## src/rtl/add_serial_driver.sv

```systemverilog
// Sequencer for the bit-serial adder: accepts operand pairs, pulses the adder's en
// through wake/launch, waits out the serial latency and returns the captured sum.
module add_serial_driver #(
  parameter int unsigned WIDTH       = 8,
  parameter int unsigned WAIT_CYCLES = 9
) (
  input  logic             clk,
  input  logic             rst,
  input  logic             in_valid,
  output logic             in_ready,
  input  logic [WIDTH-1:0] in_a,
  input  logic [WIDTH-1:0] in_b,
  output logic [WIDTH-1:0] add_a,
  output logic [WIDTH-1:0] add_b,
  output logic             add_en,
  input  logic [WIDTH-1:0] add_out,
  output logic             res_valid,
  input  logic             res_ready,
  output logic [WIDTH-1:0] res_sum,
  output logic             busy
);

  localparam int unsigned CW = $clog2(WAIT_CYCLES + 1);

  typedef enum logic [2:0] {
    S_IDLE,
    S_WAKE,
    S_LAUNCH,
    S_WAIT,
    S_RESULT
  } state_t;

  state_t        state;
  state_t        state_nxt;
  logic [CW-1:0] cnt;
  logic          primed;

  // Moore decode straight from the state register
  assign in_ready = (state == S_IDLE);
  assign add_en   = (state == S_WAKE) || (state == S_LAUNCH);
  assign busy     = (state != S_IDLE);

  always_comb begin
    state_nxt = state;
    unique case (state)
      S_IDLE:   if (in_valid) state_nxt = primed ? S_WAKE : S_LAUNCH;
      S_WAKE:   state_nxt = S_LAUNCH;
      S_LAUNCH: state_nxt = S_WAIT;
      S_WAIT:   if (cnt == '0) state_nxt = S_RESULT;
      S_RESULT: if (res_ready) state_nxt = S_IDLE;
      default:  state_nxt = S_IDLE;
    endcase
  end

  // An adder left in DONE (primed) needs one extra en pulse before it will load
  always_ff @(posedge clk or negedge rst) begin
    if (!rst) begin
      state     <= S_IDLE;
      add_a     <= '0;
      add_b     <= '0;
      res_sum   <= '0;
      res_valid <= 1'b0;
      primed    <= 1'b0;
      cnt       <= '0;
    end else begin
      state <= state_nxt;
      if (state == S_IDLE && in_valid) begin
        add_a <= in_a;
        add_b <= in_b;
      end
      if (state == S_LAUNCH) begin
        cnt <= CW'(WAIT_CYCLES - 1);
      end else if (state == S_WAIT && cnt != '0) begin
        cnt <= cnt - CW'(1);
      end
      if (state == S_WAIT && cnt == '0) begin
        res_sum   <= add_out;
        res_valid <= 1'b1;
        primed    <= 1'b1;
      end
      if (state == S_RESULT && res_ready) begin
        res_valid <= 1'b0;
      end
    end
  end

endmodule

```

## config.mk

```make
export PLATFORM = sky130hd
export DESIGN_NAME = add_serial_driver
export DESIGN_NICKNAME = d
export VERILOG_FILES = /design/src/rtl/add_serial_driver.sv
export SDC_FILE = /design/constraint.sdc
export NUM_CORES = 1
export LEC_CHECK = 0
export ABC_AREA = 0
export CAP_MARGIN = 20
export CORE_UTILIZATION = 30
export DETAILED_ROUTE_END_ITERATION = 10
export PLACE_DENSITY = 0.7
export SYNTH_ARGS = -nofsm -noshare
export SYNTH_HDL_FRONTEND = slang
export SYNTH_SLANG_ARGS = --single-unit
```

## constraint.sdc

```tcl
create_clock -name clk -period 1.9 [get_ports clk]
set_input_delay 0.38 -clock clk [delete_from_list [all_inputs] [get_ports clk]]
set_output_delay 0.38 -clock clk [all_outputs]
set_load 0.02 [all_outputs]
```

* Word-level counts from Yosys, hierarchy flattened
Index checks and enable logic that the tools add are counted.
** Operators by class
- Add/sub/neg operators :: 1
- Eq/ne operators :: 7
- Multiplexer cells :: 9
- Reduce and logical (&&, ||, !) cells :: 12
** Operators by type and width (count)
- one-hot mux 3 bit (5 select lines) :: 1
- 2-to-1 mux 3 bit :: 3
- 2-to-1 mux 4 bit :: 2
- == test 3 x 2 -> 1 bit (second input constant) :: 2
- logical AND 1 bit :: 4
- zero test 4 bit :: 1
- != test 2 bit (second input constant) :: 2
- nonzero test 2 bit :: 2
- nonzero test 4 bit :: 1
- subtractor 4 x 1 -> 4 bit (second input constant) :: 1
- == test 3 x 1 -> 1 bit (second input constant) :: 1
- == test 3 bit (second input constant) :: 1
- zero test 3 bit :: 1
- AND reduction 3 bit :: 1
- nonzero test 3 bit :: 1
- 2-to-1 mux 1 bit :: 2
- 2-to-1 mux 2 bit :: 1
- != test 2 x 1 -> 1 bit (second input constant) :: 1
- logical OR 1 bit :: 1
** Word-level totals
- Register bits after elaboration :: 33
- Input bits :: 28
- Output and inout port bits :: 28

* Longest topological paths before layout
- Word-level depth :: 4
- Gate-level depth with buffers :: 5
- Mapped depth without buffers :: 5

* Worst setup path after synthesis
Ideal clock, no wire load.
- Kind :: register -> register
- Start :: register state[2]
- End :: register add_a[2]
- Setup time :: 125 ps
- Arrival :: 1678 ps
- Data required time :: 1775 ps
- Slack :: 97 ps
- Stages on the path, launching flop included :: 6
- Path buffers :: 1
- Period minus slack after synthesis :: 1803 ps
- Path through :: dfrtp_1 nor3_2 inv_2 nor2_4 buf_6 mux2_2
** On the way
- Word-level cells in the longest chain between the ends :: 2
** Ends and longest elaborated chain
- from (decl) :: RTL line 33 : state_t state;
- from (signal assigned) :: RTL line 66 : state <= state_nxt;
- zero test 3 bit
- net in_ready :: RTL line 10 : output logic in_ready,
- logical AND 1 bit :: RTL line 67 : if (state == S_IDLE && in_valid) begin
- to (signal assigned) :: RTL line 68 : add_a <= in_a;
- to (decl) :: RTL line 13 : output logic [WIDTH-1:0] add_a,
The timed path passes the listed nets, and every way through them passes these cells.
A chain may end at the register's enable or synchronous reset.

* Final worst setup path
- Start :: register state[2]
- End :: output port busy
** On the way
- Word-level cells in the longest chain between the ends :: 1
** Ends and longest elaborated chain
- nonzero test 3 bit :: RTL line 41 : assign busy = (state != S_IDLE);
- to (decl) :: RTL line 20 : output logic busy
Every way passes these cells.

==> flow_summary.ini <==
[outcome]
status = complete, no violations

[drt]
drtAntennaViolNets = 0
drtIter0Drc = 32
post_drt_wl_per_cell_um = 13.2
vias_per_cell = 4.64
drc = 0
num_vias = 983
drt_pass1_iterations = 4
drt-total-wl_um = 2800

[timing]
hold_viol_final = 0
slew_viol_final = 0
period_share_pct = 93.9
fmax_ghz = 0.560
slew_headroom_pct = 72.7
rsz0062_at_grt = no
period_needed_ns = 1.78
finalSetupViolCount = 0
clock_skew_ns = 0.00458
tightest_slew_ns = 0.410
hold_ws_ns = 0.496
setup_tns_ns = 0

[logic_synthesis]
synth_cell_types = 27
synth_ff_type = dfrtp_1
syn-num-nets = 127
synth-async-reset-ratio_pct = 100
synth_seq_cells = 33
yosys-top-cells-count = dfrtp_1 (33), mux2_2 (17), mux2_4 (7)
synth_top_area_cell = dfrtp_1
ys_top_cells_by_area = dfrtp_1 (59%), mux2_2 (14%), mux2_4 (7.5%)
netlist_instances = 97
synth_edf_count = 0
ys_seq_area_share_pct = 58.8
syn_avg_cell_area_um2 = 14.5
synth_area_um2 = 1400
synth_top_area_share_pct = 58.8
ys.warnings.count = 0
synth.most_common_cell = dfrtp_1

[clock_network]
hold_buffers = 0
post_cts_buffers = 0
cts_buffers = 5
clkTransAtPathRegs_ns = 0.07
htree_levels = 2
post_cts_resize_count = 3
cts.sinks = 33
cts_tree = done
cts_buffer_depth = 2
clock_latency_ns = 0.28
root_buffer = clkbuf_8

[floorplan]
coreArea_um2 = 4410
io_pins = 56
start_util_pct = 31.8
placementRows = 24
die_h_um = 70.4
die_x_um = 70.4
die-area_um2 = 4960

[place]
hpwlAfterDp_um = 2080
gp_congestion = 0.773
io_buffers = 55

[min_path]
hp-class = register to register
hold_end = res_valid$_DFFE_PN0P_
hp-start = res_valid$_DFFE_PN0P_
holdPathStages = 1

[worst_setup_path]
worstPathArrival_ns = 1.40
cp.required_ns = 1.52
r2r-end = cnt[1]$_DFFE_PN0P_
r2r_start = cnt[0]$_DFFE_PN0P_
cp_max_fo = 8
startpoint = state[2]$_DFFE_PN0P_
worstSetupEndpointType = primary output
setup.worst_path.start_class = register
crit_type = register to primary output
rr_worst_depth = 5
r2r_setup_slack_ns = 0.26

[power]
cellLeakagePower_nw = 0.902
power.density_nw_per_um2 = 1660
ir_worst_vdd_v = 0.000415

[grt]
grt_overflow_total = 0
antenna_found_initial = 0
grt_pass1_vias = 994
grt_pass1_wl_um = 4800
grt_max_degree = 34
grt_use_total_pct = 12.5

[finish]
drive_above_1_share_pct = 26.9
multiInputGateArea_um2 = 541
antennaDiodeCount = 0
area_delta_synth_final_pct = 49.8
regArea_um2 = 826
nets = 189
n_fill_cell = 398

[flow_run]
maxCapViolations = 0
-- metal layers --
layer,up-vias,wire length (um),track usage (%),share of wire [%]
met5,-,0,0,0
met1,473,1250,15.9,45
met4,0,45,4.67,1.6
met3,7,225,4.33,8.0
li1,460,-,-,-
met2,43,1280,19.4,46
-- worst max-delay path by stage --
| stage | end | slack (ns) |
|---|---|---|
| after floorplan | add_a[2]$_DFFE_PN0P_ | 0.1 |
| after global placement | in_ready | 0.19 |
| after detailed placement | in_ready | 0.16 |
| after CTS | busy | 0.09 |
| after global routing | busy | 0.02 |
| final | busy | 0.12 |
-- placed cells by master, fill, tap and decap left out, types with 2 or more instances in the layout --
master,n
clkdlybuf4s50_1,52
dfrtp_1,33
mux2_2,17
mux2_4,7
nand2_1,5
clkbuf_8,5
inv_1,3
nor2_1,3
mux2i_1,3
dlygate4sd2_1,3
nand3_1,2
or3b_2,2
o21ai_0,2
a21oi_1,2
ha_1,2
clkinv_2,2
-- final cells by class --
class / count / share of cell area, %
clock buffers: 6 / 3.45
repair buffers: 57 / 27.3
flip-flops and latches: 33 / 39.3
inverters: 4 / 0.714
well taps: 52 / 3.09
multi-input cells: 58 / 25.7
clock inverters: 2 / 0.476
-- through the flow --
step | util (%) | std cells | instance area [um2] | setup WS [ns] | total power [W]
4_1_cts | 47.6 | 212 | 2100 | 0.0899 | 0.00354
3_5_place_dp | 45.9 | 204 | 2020 | 0.159 | 0.00306
2_1_floorplan | - | 97 | 1400 | 0.0971 | 0.00225
5_1_grt | 47.6 | 212 | 2100 | 0.0221 | 0.00371
6_report | 47.6 | 212 | 2100 | 0.116 | 0.00350
3_3_place_gp | 45.9 | 204 | 2020 | 0.191 | 0.00299
-- registers in the layout (all words and copies together) (netlist names) --
signal / flops
add_b: 8
res_valid: 1
res_sum: 8
add_a: 8
cnt: 4
state: 3
primed: 1
-- critical path, stage by stage, from the launching register on --
cell and delay [ns]:
dfrtp_1 0.46, nor3_2 0.27, inv_2 0.08, dlygate4sd2_1 0.32
-- where the power goes --
group	switching (W)	total, W	internal, W
sequential	0.000217	0.00125	0.00104
clock	0.000246	0.000500	0.000254
combinational	0.000781	0.00174	0.000962
-- cells by family after synthesis --
group	count (synthesis)	share of synthesized area [%]
simple gates	19	8.65
buf+inv	6	2.67
fa+ha+maj	2	1.78
compound gates	9	4.19
xor+xnor	1	0.624
flops	33	58.8
mux	27	23.3
No activity file was read; power rests on OpenSTA's default activity.
